### src/rtl/jtframe_z80wait_pkg.sv
// Shared definitions for the Z80 wait-state gate.
//   wait_state_e : controller states
//   lostw()      : width of the lost-enable counter for a given saturation value
package jtframe_z80wait_pkg;

  typedef enum logic [1:0] {
    IDLE    = 2'd0,
    ROMWAIT = 2'd1,
    DEVWAIT = 2'd2,
    M1WAIT  = 2'd3
  } wait_state_e;

  function automatic int lostw(input int maxrec);
    return (maxrec < 1) ? 1 : $clog2(maxrec + 1);
  endfunction

endpackage

### src/rtl/jtframe_cenrec.sv
// Lost-enable bookkeeping and recovery pulse generation.
//   clk, rst   : system clock, synchronous active-high reset
//   cen_in     : raw CPU clock enable
//   gate       : effective gate (1 = CPU may run this cycle)
//   miss       : a cen_in pulse was withheld and must be paid back
//   rec_pulse  : extra enable issued to repay a lost one
//   lost       : current count of enables still owed
module jtframe_cenrec
  import jtframe_z80wait_pkg::*;
#(
  parameter int RECOVERY = 1,
  parameter int MAXREC   = 7,
  parameter int LOSTW    = lostw(MAXREC)
) (
  input  logic             clk,
  input  logic             rst,
  input  logic             cen_in,
  input  logic             gate,
  input  logic             miss,
  output logic             rec_pulse,
  output logic [LOSTW-1:0] lost
);

  localparam logic [LOSTW-1:0] MAX_L = LOSTW'(MAXREC);

  logic [LOSTW-1:0] lost_q, lost_d;
  logic             cen_l_q, cen_l_d;

  always_comb begin
    rec_pulse = 1'b0;
    lost_d    = lost_q;
    if (RECOVERY != 0) begin
      // Only fire after a quiet cycle so two enables never land back to back.
      rec_pulse = ~rst & gate & ~cen_in & ~cen_l_q & (lost_q != '0);
      if (miss && (lost_q != MAX_L))
        lost_d = lost_q + 1'b1;
      else if (rec_pulse)
        lost_d = lost_q - 1'b1;
    end
    cen_l_d = (cen_in & gate) | rec_pulse;
  end

  always_ff @(posedge clk) begin
    if (rst) begin
      lost_q  <= '0;
      cen_l_q <= cen_in;
    end else begin
      lost_q  <= lost_d;
      cen_l_q <= cen_l_d;
    end
  end

  assign lost = lost_q;

endmodule

### src/rtl/jtframe_z80wait_multi.sv
// Clock-enable gate for Z80-class CPUs with several SDRAM ROM channels.
// Holds the CPU while a selected ROM channel has no data or a shared device
// is busy, optionally inserts M1 wait states, and repays withheld enables.
//   clk, rst          : system clock, synchronous active-high reset
//   cen_in / cen_out  : raw enable in, gated/recovered enable out
//   gate              : 1 = CPU running, 0 = stalled
//   mreq_n, iorq_n, m1_n, busak_n : CPU bus status
//   dev_busy          : shared device busy flags
//   rom_cs, rom_ok    : per-channel ROM select / data valid
//   lost              : enables still owed (debug)
//
// state   | meaning
// IDLE    | CPU running, decisions taken on cen_in cycles
// ROMWAIT | a selected ROM channel has not delivered data
// DEVWAIT | shared device busy during a memory/IO access
// M1WAIT  | fixed opcode-fetch wait states, not repaid
module jtframe_z80wait_multi
  import jtframe_z80wait_pkg::*;
#(
  parameter int CH       = 2,
  parameter int DEVW     = 1,
  parameter int M1_WAITS = 0,
  parameter int RECOVERY = 1,
  parameter int MAXREC   = 7,
  parameter int LOSTW    = lostw(MAXREC)
) (
  input  logic             clk,
  input  logic             rst,
  input  logic             cen_in,
  output logic             cen_out,
  output logic             gate,
  input  logic             mreq_n,
  input  logic             iorq_n,
  input  logic             m1_n,
  input  logic             busak_n,
  input  logic [DEVW-1:0]  dev_busy,
  input  logic [CH-1:0]    rom_cs,
  input  logic [CH-1:0]    rom_ok,
  output logic [LOSTW-1:0] lost
);

  localparam logic [2:0] M1_LOAD = 3'(M1_WAITS);

  wait_state_e state_q, state_d;
  logic        gate_q, gate_d;
  logic [2:0]  m1cnt_q, m1cnt_d;
  logic [CH-1:0] rom_cs_q;
  logic        m1_q;

  logic [CH-1:0] cs_rise;
  logic rom_pend, dev_pend, m1_new, gate_eff, miss, rec_pulse;

  always_comb begin
    // rom_ok may still be high from the previous access when cs rises
    cs_rise  = rom_cs & ~rom_cs_q;
    rom_pend = (|(rom_cs & ~(rom_ok & ~cs_rise))) & ~mreq_n & busak_n;
    dev_pend = (|dev_busy) & (~mreq_n | ~iorq_n) & busak_n;
    m1_new   = ~m1_n & m1_q & ~mreq_n;
    gate_eff = gate_q & ~rom_pend & ~dev_pend;
    miss     = cen_in & ~gate_eff & (state_q != M1WAIT);
    cen_out  = rst ? cen_in : ((cen_in & gate_eff) | rec_pulse);
  end

  always_comb begin
    state_d = state_q;
    gate_d  = gate_q;
    m1cnt_d = m1cnt_q;
    case (state_q)
      IDLE: begin
        if (cen_in) begin
          if (rom_pend) begin
            state_d = ROMWAIT;
            gate_d  = 1'b0;
          end else if (dev_pend) begin
            state_d = DEVWAIT;
            gate_d  = 1'b0;
          end else if (m1_new && (M1_WAITS > 0)) begin
            state_d = M1WAIT;
            gate_d  = 1'b0;
            m1cnt_d = M1_LOAD;
          end
        end
      end
      ROMWAIT: begin
        if (!rom_pend) begin
          if (dev_pend) begin
            state_d = DEVWAIT;
          end else begin
            state_d = IDLE;
            gate_d  = 1'b1;
          end
        end
      end
      DEVWAIT: begin
        if (rom_pend) begin
          state_d = ROMWAIT;
        end else if (!dev_pend) begin
          state_d = IDLE;
          gate_d  = 1'b1;
        end
      end
      M1WAIT: begin
        if (cen_in) begin
          if (m1cnt_q <= 3'd1) begin
            m1cnt_d = 3'd0;
            state_d = IDLE;
            gate_d  = 1'b1;
          end else begin
            m1cnt_d = m1cnt_q - 1'b1;
          end
        end
      end
      default: begin
        state_d = IDLE;
        gate_d  = 1'b1;
        m1cnt_d = 3'd0;
      end
    endcase
  end

  always_ff @(posedge clk) begin
    rom_cs_q <= rom_cs;
    m1_q     <= m1_n;
    if (rst) begin
      state_q <= IDLE;
      gate_q  <= 1'b1;
      m1cnt_q <= 3'd0;
    end else begin
      state_q <= state_d;
      gate_q  <= gate_d;
      m1cnt_q <= m1cnt_d;
    end
  end

  assign gate = gate_q;

  jtframe_cenrec #(
    .RECOVERY (RECOVERY),
    .MAXREC   (MAXREC),
    .LOSTW    (LOSTW)
  ) u_cenrec (
    .clk       (clk),
    .rst       (rst),
    .cen_in    (cen_in),
    .gate      (gate_eff),
    .miss      (miss),
    .rec_pulse (rec_pulse),
    .lost      (lost)
  );

endmodule

### config.mk
export PLATFORM = sky130hd
export DESIGN_NAME = jtframe_z80wait_multi
export DESIGN_NICKNAME = d
export VERILOG_FILES = /design/src/rtl/jtframe_z80wait_pkg.sv /design/src/rtl/jtframe_cenrec.sv /design/src/rtl/jtframe_z80wait_multi.sv
export SDC_FILE = /design/constraint.sdc
export NUM_CORES = 1
export LEC_CHECK = 0
export CORE_MARGIN = 8
export CORE_UTILIZATION = 40
export DETAILED_ROUTE_END_ITERATION = 7
export GPL_TIMING_DRIVEN = 0
export PLACE_DENSITY = 0.65
export SLEW_MARGIN = 25
export SYNTH_ARGS = -nofsm -noshare
export SYNTH_HDL_FRONTEND = slang
export SYNTH_SLANG_ARGS = --single-unit
### constraint.sdc
create_clock -name clk -period 2.5 [get_ports clk]
set_input_delay 0.25 -clock clk [delete_from_list [all_inputs] [get_ports clk]]
set_output_delay 0.25 -clock clk [all_outputs]
set_load 0.005 [all_outputs]
# ---- Yosys cells after proc, flatten, opt, wreduce, memory -nomap -nowiden
# Index checks and enable logic that the tools add are counted.
dict set report word_totals {
  reg_bits 12
  inputBits 12
  out_inout_bits 5
  elab_cells 83
}
dict set report op_classes {
  add_sub_neg 3
  order_cmp 1
  n_eq_ne 13
  muxes 22
  bitwise_logic 29
  n_reduce_logical 9
}
# op n
set ops {}
lappend ops {{2-to-1 mux 2 bit} 9}
lappend ops {{inequality test 2 bit, second input constant} 7}
lappend ops {{bitwise AND 1 bit} 13}
lappend ops {{AND reduction 6 bit} 2}
lappend ops {{2-to-1 mux 3 bit} 3}
lappend ops {{inequality test 3 bit, second input constant} 3}
lappend ops {{2-to-1 mux 1 bit} 8}
lappend ops {{NOT 1 bit} 8}
lappend ops {{case mux 2 bit (4 select lines)} 1}
lappend ops {{bitwise AND 2 bit} 3}
lappend ops {{NOT 2 bit} 3}
lappend ops {{subtractor 3 x 1 -> 3 bit, second input constant} 2}
lappend ops {{== test 2 bit, second input constant} 2}
lappend ops {{OR reduction 2 bit} 2}
lappend ops {{adder 3 x 1 -> 3 bit, second input constant} 1}
lappend ops {{less-or-equal comparator 3 x 1 -> 1 bit, second input constant} 1}
lappend ops {{case mux 1 bit (3 select lines)} 1}
lappend ops {{nonzero test 3 bit} 1}
lappend ops {{== test 2 x 1 -> 1 bit, second input constant} 1}
lappend ops {{logical NOT 2 bit} 1}
lappend ops {{bitwise OR 1 bit} 2}
lappend ops {{AND reduction 2 bit} 1}
lappend ops {{nonzero test 2 bit} 1}
lappend ops {{logical AND 1 bit} 1}

# ---- Depth between registers and ports, before layout
dict set report logic_depth {
  ltp_word 18
  ltp_mapped 7
  depth_no_buf 7
}

# ---- Cells and area by module
# Synthesis repeated with hierarchy kept, for this count alone.
dict set report unflattened {
  hier_cells 98
  area_unflattened_um2 872.1
}
# module instances cells_per_inst area_each_um2 seq_area_each_um2
set modules_own_cells {}
lappend modules_own_cells {jtframe_z80wait_multi 1 68 560.5 160.2}
lappend modules_own_cells {jtframe_cenrec 1 30 311.5 80.1}

# ---- Least setup slack after synthesis
# No wires, ideal clock.
dict set report synth_timing {
  path_type {flip-flop to flip-flop}
  start {register state_q[0]}
  end {register u_cenrec.lost_q[2], in the netlist u_cenrec.lost[2]}
  setup_ps 121
  arrival_time_ps 2018
  t_required_ps 2379
  setup_slack_ps 362
  path_stages_with_launch 8
  n_path_buf 0
  synth_period_minus_slack_ps 2138
  path_cell_list {dfxtp_1 -> ha_1 -> a311o_1 -> a31oi_1 -> inv_1 -> fa_1 -> mux2i_1 -> mux2_2}
}
dict set report synth_between {
  elab_chain_len 4
  elab_cells_between_ends 5
  classes_between {eq/ne: 1; mux: 1; bitwise: 1; reduce/logical: 2}
}
# element line_no
set synth_lines {}
lappend synth_lines {{start: declaration} jtframe_z80wait_multi.sv:44} ;# wait_state_e state_q, state_d;
lappend synth_lines {{start signal: assignment} jtframe_z80wait_multi.sv:129} ;# state_q <= state_d;
lappend synth_lines {{inequality test 2 bit *} jtframe_z80wait_multi.sv:60} ;# miss = cen_in & ~gate_eff & (state_q != M1WAIT);
lappend synth_lines {{bitwise AND 1 bit *} jtframe_z80wait_multi.sv:60}
lappend synth_lines {{logical AND 1 bit *} jtframe_cenrec.sv:35} ;# if (miss && (lost_q != MAX_L))
lappend synth_lines {{2-to-1 mux 3 bit or nonzero test 2 bit (tied branches)} -}
lappend synth_lines {{end signal: assignment} jtframe_cenrec.sv:48} ;# lost_q <= lost_d;
lappend synth_lines {{end: declaration} jtframe_cenrec.sv:26} ;# logic [LOSTW-1:0] lost_q, lost_d;
# Every way passes the cells marked *; elsewhere a longest branch is shown, timed or not.
# A chain may end at the register's enable or synchronous reset.

# ---- Worst setup path after layout
dict set report layout_timing {
  start {input port cen_in}
  end {register u_cenrec.lost_q[2], in the netlist u_cenrec.lost[2]}
}
dict set report layout_between {
  elab_chain_len 5
  elab_cells_between_ends 9
  classes_between {mux: 1; bitwise: 6; reduce/logical: 2}
}
# element line_no
set layout_lines {}
lappend layout_lines {{start: declaration} jtframe_z80wait_multi.sv:29} ;# input logic cen_in,
lappend layout_lines {{NOT 1 bit} jtframe_cenrec.sv:34} ;# rec_pulse = ~rst & gate & ~cen_in & ~cen_l_q & (lost_q != '0);
lappend layout_lines {{bitwise AND 1 bit (3 in series)} jtframe_cenrec.sv:34}
lappend layout_lines {{nonzero test 2 bit (no line)} -}
# Several ways; a longest one is shown, not always the timed one.

==> flow_summary.ini <==
[global_routing]
antenna_found_initial = 0
overflow = 0
grt_usage_pct = 9.97
grt_pass1_vias = 622
grt_pass1_wl_mm = 2.61
grt_max_degree = 11

[timing]
setup_violations = 0
hold_slack_ns = 0.430
finalCriticalPeriod_ns = 2.33
rsz0062_at_grt = false
fmax_mhz = 430
period_share_pct = 93.0
drv_slew = 0
slew_headroom_pct = 70.6
tightest_slew_ns = 0.440
clock-skew-final_ns = 0.00122
final-hold-violation-count = 0

[logic_synthesis]
ys_ff_latch = 12
netlist_instances = 81
synth_edf_count = 0
syn_area_per_cell_um2 = 8.82
syn_nets = 101
synth_area_um2 = 714
synth_seq_area_share_pct = 33.6
synthFlopType = dfxtp_1
async_flop_share_pct = 0
synth_cell_types = 30
ys_warn_count = 0

[cells_and_area]
fillers = 158
design_area_um2 = 932
final_core_util_pct = 54.6
final_common_cell = clkdlybuf4s50_1
final_cell_mix = clkdlybuf4s50_1, dfxtp_1, inv_1
drive_gt1_share_pct = 6.00
antenna_cells = 0
finish.net_count = 121
syn2layout_area_growth_pct = 30.5

[clock_tree]
cts-root-buf = clkbuf_4
cts_buffers = 3
cts.sinks = 12
cts_hold_buf = 0
postCtsSetupBuffers = 0
insertion_delay_ns = 0.28
clk_pin_slew_worst_paths_ns = 0.08
cts.path.max_buffers = 2
postCtsResizedCells = 0
cts_tree = built
htree_levels = 1

[floorplanning]
ios = 17
die_area_um2 = 3390
rows = 15
start_util_pct = 41.8
core_um2 = 1710
die_w_um = 58.3
dieHeight_um = 58.3

[power]
power_density_nw_per_um2 = 549
power_mw = 0.511
p_leak_nw = 0.359
irDropWorstVdd_mv = 0.280

[routing]
first_iter_violations = 17
wl_per_cell_um = 11.8
wirelength_mm = 1.47
avgViaCountPerCell = 5.10
vias = 637
drc = 0
ant_nets = 0
drtPass1Iterations = 4

[place]
dpl_cell_area_um2 = 896
dp_hpwl_mm = 1.21
place.gp.congestion = 0.739
port-buffer-count = 15

[flow_run]
max-cap-violations = 0

[setup_path]
crit_path_start_kind = input port
cp_max_fo = 5
arrival_ns = 2.50
critPathRequiredTime_ns = 2.67
cp-end-kind = register
worst-setup-path-type = in2reg

[worst_hold_path]
holdCritPathClass = in2reg

[outcome]
status = completed
## per-layer routing
metal	track usage [%]	part of all wire, %
met1	10.4	46
met2	16.2	46
met5	0	0
met3	3.31	5.0
met4	7.34	3.1
## cell families (layout without fill, tap and decap cells)
kind of cell | count (synthesis) | count (layout) | synth area share, %
muxes | 3 | 3 | 4.38
xor gates and xnor gates | 1 | 1 | 1.23
adders and majority gates | 8 | 8 | 15.1
buffers and inverters | 9 | 28 | 4.73
and+or+nand+nor | 26 | 26 | 18.4
DFF | 12 | 12 | 33.6
AOI/OAI and AO/OA | 22 | 22 | 22.6
## critical path: stages
cell and delay (ns):
clkdlybuf4s50_1 0.56, inv_1 0.08, a311o_1 0.31, a31oi_1 0.26, inv_1 0.13, fa_1 0.40, mux2i_1 0.17, mux2_2 0.34
## cell usage after synthesis (2+ instances only)
| master | number | area share (%) |
|---|---|---|
| a21boi_0 | 2 | 2.1 |
| nor3_1 | 7 | 4.9 |
| o21ai_0 | 4 | 2.8 |
| inv_1 | 8 | 4.2 |
| a21oi_1 | 3 | 2.1 |
| nand4_1 | 2 | 1.8 |
| dfxtp_1 | 12 | 34 |
| a31oi_1 | 2 | 1.8 |
| ha_1 | 7 | 12 |
| a21boi_1 | 2 | 2.1 |
| nor2b_1 | 2 | 1.8 |
| nand3_1 | 3 | 2.1 |
| nor2_1 | 7 | 3.7 |
| nand2_1 | 2 | 1.1 |
| mux2i_1 | 2 | 2.8 |
| a311o_1 | 2 | 2.8 |
## final timing paths
| path | start | endpoint | slack (ns) | cells past startpoint |
|---|---|---|---|---|
| setup / recovery | cen_in | u_cenrec.lost[2]$_SDFFE_PP0P_ | 0.17 | 8 |
| hold / removal | rom_cs[1] | rom_cs_q[1]$_DFF_P_ | 0.43 | 1 |
| setup reg to reg | state_q[1]$_SDFFE_PP0P_ | u_cenrec.lost[2]$_SDFFE_PP0P_ | 0.20 | 7 |
| hold reg to reg | u_cenrec.lost[1]$_SDFFE_PP0P_ | u_cenrec.lost[1]$_SDFFE_PP0P_ | 0.55 | 2 |
## registers in the layout, summed over array words and instances, names as in the netlist
signal / cells
m1cnt_q: 3
u_cenrec.lost: 3
rom_cs_q: 2
state_q: 2
gate: 1
u_cenrec.cen_l_q: 1
## power by group
group	switching [mW]	internal [mW]
clock network	0.0682	0.0886
registers	0.0183	0.208
logic	0.0551	0.0728
total	0.142	0.370
## layout make-up
type                       instances  area (um^2)  share of cell area, %
sequential                        12          240                   25.8
multi-input combinational         60          440                   47.2
inverter                           8         30.0                   3.22
timing repair buffer              15          150                   16.1
buffer                             1         3.75                  0.403
tap                               25         31.3                   3.36
clock buffer                       4         36.3                   3.89
## per-stage QoR
stage / setup TNS [ns] / instances / setup slack [ns]
6_report: 0 / 125 / 0.175
5_1_grt: 0 / 125 / 0.0138
4_1_cts: 0 / 125 / 0.172
3_5_place_dp: -0.136 / 121 / -0.136
3_3_place_gp: -0.102 / 121 / -0.102
2_1_floorplan: 0 / 81 / 0.362
(Power assumes the default switching activity.)
